===== src/rtl/fetch_group_generator.sv =====
// fetch_group_generator: tracks the fetch PC, requests aligned instruction
// groups from imem and holds each returned group until the FIFO takes it.
module fetch_group_generator #(
   parameter int BW_PC       = 32,
   parameter int BW_INST     = 32,
   parameter int FETCH_WIDTH = 4,
   parameter int BW_PC_MOD   = $clog2(FETCH_WIDTH),
   parameter logic [BW_PC-1:0] RESET_PC = '0
) (
   input  logic                           clk,
   input  logic                           rst,
   input  logic                           i_flush,
   input  logic [BW_PC-1:0]               i_flush_pc,
   output logic                           imem_req_valid,
   input  logic                           imem_req_ready,
   output logic [BW_PC-1:0]               imem_req_addr,
   input  logic                           imem_resp_valid,
   input  logic [FETCH_WIDTH*BW_INST-1:0] imem_resp_data,
   output logic                           o_valid,
   input  logic                           o_ready,
   output logic [FETCH_WIDTH*BW_INST-1:0] o_inst,
   output logic [BW_PC-1:0]               o_pc,
   output logic [BW_PC_MOD-1:0]           o_pc_mod_select,
   output logic [BW_PC_MOD-1:0]           o_pc_upperbound
);

   // Byte-offset bits below the group boundary.
   localparam int LO = BW_PC_MOD + 2;
   localparam int HI = BW_PC - LO;
   localparam logic [HI-1:0] HI_ONE = HI'(1);

   typedef enum logic [2:0] {
      S_IDLE,
      S_REQ,
      S_WAIT,
      S_DRAIN,
      S_HOLD
   } state_t;

   state_t                         r_state;
   state_t                         w_state_nxt;
   logic [BW_PC-1:0]               r_pc;
   logic [BW_PC-1:0]               w_pc_nxt;
   logic [FETCH_WIDTH*BW_INST-1:0] r_inst_q;
   logic                           w_inst_ld;
   logic [BW_PC-1:0]               w_pc_aligned;
   logic [BW_PC-1:0]               w_next_pc;
   logic [BW_PC-1:0]               w_flush_pc;
   logic [HI-1:0]                  w_pc_hi_inc;
   logic                           w_req_valid;
   logic                           w_out_valid;

   assign w_pc_aligned = {r_pc[BW_PC-1:LO], {LO{1'b0}}};
   assign w_pc_hi_inc  = r_pc[BW_PC-1:LO] + HI_ONE;
   assign w_next_pc    = {w_pc_hi_inc, {LO{1'b0}}};
   assign w_flush_pc   = {i_flush_pc[BW_PC-1:2], 2'b00};

   assign imem_req_valid  = w_req_valid;
   assign imem_req_addr   = w_pc_aligned;
   assign o_valid         = w_out_valid;
   assign o_inst          = r_inst_q;
   assign o_pc            = w_pc_aligned;
   assign o_pc_mod_select = r_pc[LO-1:2];
   assign o_pc_upperbound = BW_PC_MOD'(FETCH_WIDTH - 1);

   // State, PC and held group registers.
   always_ff @(posedge clk or negedge rst) begin
      if (!rst) begin
         r_state  <= S_IDLE;
         r_pc     <= RESET_PC;
         r_inst_q <= '0;
      end else begin
         r_state <= w_state_nxt;
         r_pc    <= w_pc_nxt;
         if (w_inst_ld) begin
            r_inst_q <= imem_resp_data;
         end
      end
   end

   // Next-state, PC update and handshake outputs; flush wins everywhere.
   always_comb begin
      w_state_nxt = r_state;
      w_pc_nxt    = r_pc;
      w_inst_ld   = 1'b0;
      w_req_valid = 1'b0;
      w_out_valid = 1'b0;
      unique case (r_state)
         S_IDLE: begin
            w_state_nxt = S_REQ;
            if (i_flush) begin
               w_pc_nxt = w_flush_pc;
            end
         end
         S_REQ: begin
            w_req_valid = !i_flush;
            if (i_flush) begin
               w_pc_nxt = w_flush_pc;
            end else if (imem_req_ready) begin
               w_state_nxt = S_WAIT;
            end
         end
         S_WAIT: begin
            if (i_flush) begin
               w_pc_nxt    = w_flush_pc;
               w_state_nxt = imem_resp_valid ? S_REQ : S_DRAIN;
            end else if (imem_resp_valid) begin
               w_inst_ld   = 1'b1;
               w_state_nxt = S_HOLD;
            end
         end
         S_DRAIN: begin
            // The squashed response still has to come back before
            // a new request may go out.
            if (i_flush) begin
               w_pc_nxt = w_flush_pc;
            end
            if (imem_resp_valid) begin
               w_state_nxt = S_REQ;
            end
         end
         S_HOLD: begin
            w_out_valid = !i_flush;
            if (i_flush) begin
               w_pc_nxt    = w_flush_pc;
               w_state_nxt = S_REQ;
            end else if (o_ready) begin
               w_pc_nxt    = w_next_pc;
               w_state_nxt = S_REQ;
            end
         end
         default: begin
            w_state_nxt = S_IDLE;
         end
      endcase
   end

   // A response is only legal while one request is outstanding.
   a_resp_legal : assert property (
      @(posedge clk) disable iff (!rst)
      imem_resp_valid |-> (r_state == S_WAIT || r_state == S_DRAIN)
   );

   // A stalled group must not change under the FIFO.
   a_hold_stable : assert property (
      @(posedge clk) disable iff (!rst)
      (w_out_valid && !o_ready) |=> ($stable(r_inst_q) && $stable(w_pc_aligned))
   );

endmodule


===== config.mk =====
export PLATFORM = sky130hd
export DESIGN_NAME = fetch_group_generator
export DESIGN_NICKNAME = d
export VERILOG_FILES = /design/src/rtl/fetch_group_generator.sv
export SDC_FILE = /design/constraint.sdc
export NUM_CORES = 1
export LEC_CHECK = 0
export CAP_MARGIN = 20
export CORE_AREA = 2 2 143 145
export DETAILED_ROUTE_END_ITERATION = 8
export DIE_AREA = 0 0 145 147
export HOLD_SLACK_MARGIN = 0.02
export PLACE_DENSITY_LB_ADDON = 0.1
export SKIP_LAST_GASP = 1
export SYNTH_ARGS = -nofsm -noshare
export SYNTH_HDL_FRONTEND = slang
export SYNTH_SLANG_ARGS = --single-unit

===== constraint.sdc =====
create_clock -name clk -period 3.3 [get_ports clk]
set_input_delay 0.33 -clock clk [delete_from_list [all_inputs] [get_ports clk]]
set_output_delay 0.33 -clock clk [all_outputs]
set_load 0.02 [all_outputs]

==> results.toml, run 1 <==
[hold_path]
whs_path_depth = 3
hp-class = "primary input to register"

[drt]
drt_pass1_iterations = 5
vias_per_cell = 4.76
routed_wl_um = 20500
num_vias = 5505
postRouteAntennaNets = 0
wl_per_cell_um = 17.7
route.detailed.drc = 0
dr.first_iter.drc_count = 165

[sta]
final_period_minus_worst_setup_slack_ns = 2.40
fin_skew_ns = 0.0110
grt_setup_unrepaired = "no"
worstMarginPinSlew_ns = 0.799
final_setup_violations = 0
max_slew_headroom = 0.462
hold_vio_cnt_final = 0
tns_ns = 0
max_clock_freq_mhz = 417
timing_max_transition_violations_final = 0
fin_crit_sh = 0.727

[clocking]
root_buffer_master = "clkbuf_16"
htreeDepth = 4
worst_setup_hold_path_clk_slew_ns = 0.07
clkLatencyLatePin_ns = 0.42
max-clock-path-buffers = 2
holdBufCountCts = 1
cts_tree = "built"
tritoncts.num_buffers = 17
clock-sinks = 161
cts_resized = 0
cts_post_setup_buffers_inserted = 0

[cells_and_area]
final_cells = 1156
nets = 1040
n_antenna_cell = 0
drive_gt1_frac = 0.200
area_delta_synth_final_pct = 60.1
regArea_sq_um = 4030
multiInputGateArea_sq_um = 2540
finish.instance_area_sq_um = 11200
fill_cells = 1692

[power]
vdd.ir_drop.worst_v = 0.000391
power_mw = 8.09
powerDensity_nw_per_um2 = 724
static-leakage-power_nw = 4.75

[setup_path]
setup.worst_path.start_class = "register"
cp_cell_sequence = "nand4_2 -> or4_4 -> or4_4 -> or4_1 -> nand3_1"
worst-endpoint-arrival_ns = 2.75
reg2regPathDepth = 5
endpoint_kind = "register"
crit_required_ns = 3.66
crit_path_max_incr_delay_ns = 0.55
worstSetupPathType = "register to register"
crit_path_top_delay_cell = "dfrtp_1"
critical_path.max_fanout = 11
critPathMostFrequentCell = "or4_4"

[logic_synthesis]
synth.distinct_cells = 45
synthesis.instances = 550
yosys_warnings = 0
seq_area_frac_synth = 0.578
predominant_post_synthesis_flop_cell = "dfrtp_1"
total_of_flip_flops_plus_latches_after_synthesis = 161
synth-edff-count = 0
synth-async-reset-ratio = 1.00
netlist_area_sq_um = 6970
post_synth.cell_area_avg_sq_um = 12.7

[outcome]
outcome = "completed"

[place]
gp_congestion = 0.801
post_dp_cell_area_sq_um = 10600
place.port_buffers = 351
place_inst = 1123
dpl.hpwl_um = 15300

[floorplanning]
chip_width_um = 145
die_h_um = 147
fp.dieArea_sq_um = 21300
core_sq_um = 19800
num_rows = 52
initial_core_utilization = 0.351
num_io_pins = 364

[global_route]
grt_pass1_vias = 5834
grt_antenna_before_repair = 0
grt_start_max_net_pins = 81
global_route.overflow_total = 0
track_usage = 0.192
grt_first_pass_wirelength_um = 32200

[flow_run]
max_cap_viol_count = 0
## flip-flops by register name (all words and copies together), names as in the netlist
register,count
o_inst,128
r_state,3
r_pc,30
## placed cells by master, fill, tap and decap left out, drive strengths merged, types with 2 or more instances in the layout
master,n
clkbuf,19
xnor2,5
clkinvlp,2
bufinv,2
clkinv,3
buf,11
o31ai,2
nand4,9
nor3,6
nor2,14
nand2,28
a22o,2
a21oi,25
or4,8
inv,13
a2bb2oi,3
nand2b,2
dfrtp,161
nor4,5
conb,10
and3,4
mux2,128
a22oi,2
o311ai,2
and2,2
xor2,3
and4,2
or3,2
o21ai,18
o22ai,7
nand3,24
clkdlybuf4s50,350
## layout make-up
class,instances,share of cell area
Timing Repair Buffer,362,0.326
Clock buffer,19,0.0397
Sequential cell,161,0.361
Multi-Input combinational cell,324,0.228
Tap cell,270,0.0303
Inverter,7,0.00235
Clock inverter,13,0.0133
## metrics by stage
stage	utilization	hold WS, ns	worst slack (ns)
finish	0.563	0.464	0.901
global route	0.563	0.485	0.714
CTS	0.563	0.445	0.882
detailed placement	0.532	0.428	0.774
global placement	0.532	0.418	0.813
floorplan	-	0.0344	0.934
## cells in the mapped netlist (2+ instances only)
cell type  count  area share
nand2_1       28       0.015
nand2b_1       2      0.0018
and2_1         2      0.0018
o21ai_0       18       0.013
o31ai_1        2      0.0022
dfrtp_1      161        0.58
buf_4         40       0.043
mux2_2       128        0.21
and3_1         4      0.0036
a22o_1         2      0.0025
inv_1          7      0.0038
nor4_1         5      0.0045
or3_1          2      0.0018
a22oi_1        2      0.0022
xor2_1         3      0.0038
clkbuf_1      24       0.013
conb_1         2      0.0011
a2bb2oi_1      3      0.0038
a21oi_1       25       0.018
xnor2_1        5      0.0063
or4_4          2      0.0032
o22ai_1        7      0.0063
nor3_1         6      0.0043
nand3_1       24       0.017
nor2_1        14      0.0075
o311ai_0       2      0.0025
or4_1          5      0.0054
nand4_1        8      0.0072
## cell families (layout without fill, tap and decap cells)
group | count (synthesis) | count (layout) | synth area share
other | 2 | 10 | 0.00108
buffers and inverters | 73 | 401 | 0.0623
adders and majority gates | 1 | 1 | 0.00179
xor gates and xnor gates | 8 | 8 | 0.0100
DFF | 161 | 161 | 0.578
AOI/OAI and AO/OA | 68 | 68 | 0.0581
muxes | 128 | 128 | 0.207
and+or+nand+nor | 109 | 109 | 0.0823
## path summary, 6_finish.rpt
| kind | end | slack [ns] | start |
|---|---|---|---|
| hold / removal | r_pc[22]$_DFFE_PN0P_ | 0.46 | i_flush_pc[22] |
| setup reg to reg | r_pc[28]$_DFFE_PN0P_ | 0.90 | r_pc[8]$_DFFE_PN0P_ |
| hold reg to reg | o_inst[15]$_DFFE_PN0P_ | 0.50 | o_inst[15]$_DFFE_PN0P_ |
| max in group asynchronous | r_pc[18]$_DFFE_PN0P_ | 2.00 | rst |
| min in group asynchronous | r_pc[15]$_DFFE_PN0P_ | 0.53 | rst |
| setup / recovery | r_pc[28]$_DFFE_PN0P_ | 0.90 | r_pc[8]$_DFFE_PN0P_ |
## worst max-delay path, delay by kind of cell, from the launching register on
kind             cells  cell delay [ns]
flip-flops           1             0.55
AND/OR/NAND/NOR      5             1.79
## routing by layer
layer,share of wire,up-vias,GRT usage
li1,-,2560,-
met1,0.38,2655,0.217
met2,0.50,264,0.327
met3,0.10,26,0.0804
met4,0.022,0,0.0698
met5,0,-,0
## power by group
part	total (mW)	switching, mW	internal, mW	leakage [nW]
Sequential	2.95	0.362	2.59	2.02
Clock	1.99	0.837	1.15	0.287
Combinational	3.15	1.46	1.69	2.44
No activity file was read; power rests on OpenSTA's default activity.
==> inputs of run 2 (changes only) <==
--- a/config.mk
+++ b/config.mk
@@ -6,9 +6,9 @@
 export NUM_CORES = 1
 export LEC_CHECK = 0
 export CAP_MARGIN = 20
-export CORE_AREA = 2 2 143 145
+export CORE_AREA = 2 2 140 142
 export DETAILED_ROUTE_END_ITERATION = 8
-export DIE_AREA = 0 0 145 147
+export DIE_AREA = 0 0 142 144
 export HOLD_SLACK_MARGIN = 0.02
 export PLACE_DENSITY_LB_ADDON = 0.1
 export SKIP_LAST_GASP = 1
==> constraint.sdc (replaced) <==
create_clock -name clk -period 2.3 [get_ports clk]
set_input_delay 0.23 -clock clk [delete_from_list [all_inputs] [get_ports clk]]
set_output_delay 0.23 -clock clk [all_outputs]
set_load 0.02 [all_outputs]
==> results.toml, run 2 (synthesis results as in run 1) <==
[place]
place_inst = 1115
place.port_buffers = 351
gp_congestion = 0.820
dpl.hpwl_um = 16000

[floorplanning]
num_rows = 51
chip_width_um = 142
core_sq_um = 19100
die_h_um = 144
fp.dieArea_sq_um = 20400
num_io_pins = 364
initial_core_utilization = 0.366

[sta]
hold_vio_cnt_final = 0
worstMarginPinSlew_ns = 0.628
final_period_minus_worst_setup_slack_ns = 2.15
timing_max_transition_violations_final = 0
max_clock_freq_mhz = 464
max_slew_headroom = 0.582
fin_crit_sh = 0.937
fin_skew_ns = 0.00695
final_setup_violations = 0
tns_ns = 0
grt_setup_unrepaired = "no"

[clocking]
clkLatencyLatePin_ns = 0.43
cts_tree = "built"
clock-sinks = 161
max-clock-path-buffers = 2
tritoncts.num_buffers = 17
worst_setup_hold_path_clk_slew_ns = 0.07
root_buffer_master = "clkbuf_16"
htreeDepth = 4
cts_post_setup_buffers_inserted = 0

[power]
static-leakage-power_nw = 4.90
vdd.ir_drop.worst_v = 0.000569
powerDensity_nw_per_um2 = 1040

[cells_and_area]
area_delta_synth_final_pct = 63.0
nets = 1064
drive_gt1_frac = 0.222
most-common-layout-cells = "clkdlybuf4s50_1, dfrtp_1, mux2_2, buf_4, nand2_1"
flip_flop_count_of_the_largest_register_after_layout = 128
multiInputGateArea_sq_um = 2540
final_cells = 1151
fill_cells = 1563
layout.cells.most_common = "clkdlybuf4s50_1"
regArea_sq_um = 4030

[setup_path]
crit_required_ns = 2.66
critical_path.max_fanout = 4
cp_top_family = "simple AND/OR/NAND/NOR gates"
worst-path-buf-inv = 0
endpoint_kind = "register"
crit_path_max_incr_delay_ns = 0.55
worst-endpoint-arrival_ns = 2.52
cp_cell_sequence = "nand4_2 -> or4_4 -> or4_4 -> or4_1 -> nand3_1"
critPathMostFrequentCell = "or4_4"
setup.worst_path.start_class = "register"
crit_path_top_delay_cell = "or4_4"
worstSetupPathType = "register to register"

[hold_path]
hp-class = "primary input to register"

[drt]
drt_pass1_iterations = 4
postRouteAntennaNets = 0
route.detailed.drc = 0
routed_wl_um = 20800
num_vias = 5581
wl_per_cell_um = 18.1
dr.first_iter.drc_count = 195
vias_per_cell = 4.85

[global_route]
grt_first_pass_wirelength_um = 31300
grt_pass1_vias = 5709
global_route.overflow_total = 0
grt_start_max_net_pins = 69
grt_antenna_before_repair = 2
track_usage = 0.200

[outcome]
outcome = "completed"

[flow_run]
max_cap_viol_count = 0
## run 2: metal layers
layer	up-vias	global-route usage	part of all wire
li1	2616	-	-
met1	2715	0.225	0.37
met2	230	0.353	0.53
met3	20	0.0788	0.084
met4	0	0.0616	0.013
met5	-	0	0
## run 2: final timing paths
path	from	to	slack, ns	cells past startpoint
max in group asynchronous	rst	r_pc[27]$_DFFE_PN0P_	1.17	3
setup / recovery	r_pc[11]$_DFFE_PN0P_	r_pc[28]$_DFFE_PN0P_	0.15	5
min in group asynchronous	rst	o_inst[112]$_DFFE_PN0P_	0.36	2
hold reg to reg	o_inst[6]$_DFFE_PN0P_	o_inst[6]$_DFFE_PN0P_	0.50	1
setup reg to reg	r_pc[11]$_DFFE_PN0P_	r_pc[28]$_DFFE_PN0P_	0.15	5
hold / removal	i_flush_pc[15]	r_pc[15]$_DFFE_PN0P_	0.35	3
## run 2: metrics by stage
stage | setup WS [ns] | hold slack, ns | total power [mW] | util | area, sq um
3_5_place_dp | 0.113 | 0.278 | 8.87 | 0.563 | 10700
6_report | 0.146 | 0.352 | 11.8 | 0.596 | 11400
2_1_floorplan | 0.0118 | -0.0656 | 6.33 | - | 7010
5_1_grt | 0.00265 | 0.358 | 12.3 | 0.596 | 11400
3_3_place_gp | 0.145 | 0.274 | 8.78 | 0.563 | 10700
4_1_cts | 0.137 | 0.345 | 11.9 | 0.596 | 11400
## run 2: worst min-delay path, delay by kind of cell
family / cells / cell delay (ns)
buffers and inverters: 1 / 0.39
and+or+nand+nor: 1 / 0.05
AOI/OAI and AO/OA: 1 / 0.07
## run 2: layout make-up
cell class,instances,area share
Inverter,7,0.00231
Multi-Input combinational cell,324,0.224
Clock buffer,19,0.0381
Sequential cell,161,0.355
Tap cell,238,0.0262
Antenna cell,3,0.000660
Timing Repair Buffer,386,0.338
Clock inverter,13,0.0165
## run 2: where the power goes
part           switching [mW]  total, mW  internal, mW  leakage (nW)
sequential              0.495       4.21          3.71          2.02
combinational            2.11       4.58          2.46          2.57
clock                    1.25       3.01          1.76         0.305
## run 2: repair_timing
item	4_1_cts	5_1_grt
resized for setup	1	0
hold buffers	1	0
endpoints found under the setup margin	1	0
endpoints found under the hold margin	64	0
==> inputs of run 3 (changes only) <==
==> constraint.sdc (replaced) <==
create_clock -name clk -period 2.05 [get_ports clk]
set_input_delay 0.205 -clock clk [delete_from_list [all_inputs] [get_ports clk]]
set_output_delay 0.205 -clock clk [all_outputs]
set_load 0.02 [all_outputs]
==> results.toml, run 3 (synthesis results as in run 1) <==
[floorplanning]
die_h_um = 144
num_rows = 51
fp.dieArea_sq_um = 20400
num_io_pins = 364
core_sq_um = 19100
initial_core_utilization = 0.366
chip_width_um = 142

[clocking]
max-clock-path-buffers = 2
clock-sinks = 161
worst_setup_hold_path_clk_slew_ns = 0.07
cts_tree = "built"
root_buffer_master = "clkbuf_16"
htreeDepth = 4
tritoncts.num_buffers = 17
clkLatencyLatePin_ns = 0.42

[cells_and_area]
nets = 1088
post-route-util = 0.607
most-common-layout-cells = "clkdlybuf4s50_1, dfrtp_1, mux2_2, buf_4, nand2_1"
flip_flop_count_of_the_largest_register_after_layout = 128
layout.cells.most_common = "clkdlybuf4s50_1"
n_antenna_cell = 0
drive_gt1_frac = 0.257
area_delta_synth_final_pct = 66.1

[sta]
final_period_minus_worst_setup_slack_ns = 2.03
fin_skew_ns = 0.0133
tns_ns = 0
timing_max_transition_violations_final = 0
grt_setup_unrepaired = "yes"
hold_vio_cnt_final = 0
fin_hold_ws_ns = 0.293
max_slew_headroom = 0.641
worstMarginPinSlew_ns = 0.539
final_setup_violations = 0
fin_crit_sh = 0.992
max_clock_freq_mhz = 492

[power]
static-leakage-power_nw = 4.99
vdd.ir_drop.worst_v = 0.000645
power_mw = 13.3
powerDensity_nw_per_um2 = 1150

[drt]
routed_wl_um = 21100
wl_per_cell_um = 18.0
drt_pass1_iterations = 4
vias_per_cell = 4.89
postRouteAntennaNets = 0
route.detailed.drc = 0
dr.first_iter.drc_count = 198
num_vias = 5727

[global_route]
grt_first_pass_wirelength_um = 31900
global_route.overflow_total = 0
track_usage = 0.203
grt_antenna_before_repair = 0
grt_start_max_net_pins = 55
grt_pass1_vias = 5946

[setup_path]
critical_path.max_fanout = 3
worst-endpoint-arrival_ns = 2.39
timing.critical_path.from = "r_pc[16]$_DFFE_PN0P_"
endpoint_kind = "register"
r2r_start = "r_pc[16]$_DFFE_PN0P_"
crit_required_ns = 2.41
worstSetupPathType = "register to register"
setup.worst_path.start_class = "register"

[place]
gp_congestion = 0.828
place.port_buffers = 351
dpl.hpwl_um = 16200

[flow_run]
max_cap_viol_count = 0

[outcome]
outcome = "completed"

[hold_path]
hp-class = "primary input to asynchronous set/reset pin"
[run 3: worst max-delay path, cell delays in order, from the launching register on]
cell     delay (ns)
dfrtp_2        0.37
nand3_2        0.08
or4_4          0.53
or4_4          0.49
or4_1          0.40
nand3_1        0.09
[run 3: report_power, final]
part | internal [mW] | switching [mW] | total [mW]
registers | 4.17 | 0.547 | 4.71
logic | 2.81 | 2.41 | 5.22
clock network | 1.99 | 1.40 | 3.39
total | 8.97 | 4.36 | 13.3
[run 3: layout make-up]
type	count	area, sq um
Clock inverter	14	196
Timing Repair Buffer	410	4000
Fill cell	1546	7500
Multi-Input combinational cell	324	2590
Inverter	7	26.3
Sequential cell	161	4040
Tap cell	238	298
Clock buffer	18	439
[run 3: final timing paths]
check | end | slack [ns] | cells after the start
max reg2reg | r_pc[28]$_DFFE_PN0P_ | 0.02 | 5
min | r_pc[24]$_DFFE_PN0P_ | 0.29 | 2
min in group clk | r_pc[16]$_DFFE_PN0P_ | 0.33 | 3
max | r_pc[28]$_DFFE_PN0P_ | 0.02 | 5
min reg2reg | o_inst[30]$_DFFE_PN0P_ | 0.51 | 1
max in group asynchronous | o_inst[0]$_DFFE_PN0P_ | 1.06 | 3
[run 3: timing repair]
item	CTS	global route
hold buffers	1	0
buffers inserted	0	2
gates cloned	0	0
resized for setup	2	5
endpoints found under the hold margin	45	0
pin swaps	1	0
endpoints found under the setup margin	3	4
[run 3: routing by layer]
| metal | wire, um | share of wire | global-route usage | vias up |
|---|---|---|---|---|
| met2 | 11000 | 0.52 | 0.355 | 244 |
| met5 | 0 | 0 | 0 | - |
| met4 | 425 | 0.020 | 0.0668 | 0 |
| met1 | 7880 | 0.37 | 0.228 | 2810 |
| li1 | - | - | - | 2648 |
| met3 | 1830 | 0.087 | 0.0798 | 25 |
[run 3: stage by stage]
step                area (sq um)  setup WS [ns]  instances
floorplan                   7030        -0.0868        558
global route               11600        -0.0506       1172
CTS                        11500        0.00882       1170
global placement           10900       -0.00472       1137
detailed placement         10900        -0.0260       1137
finish                     11600         0.0167       1172
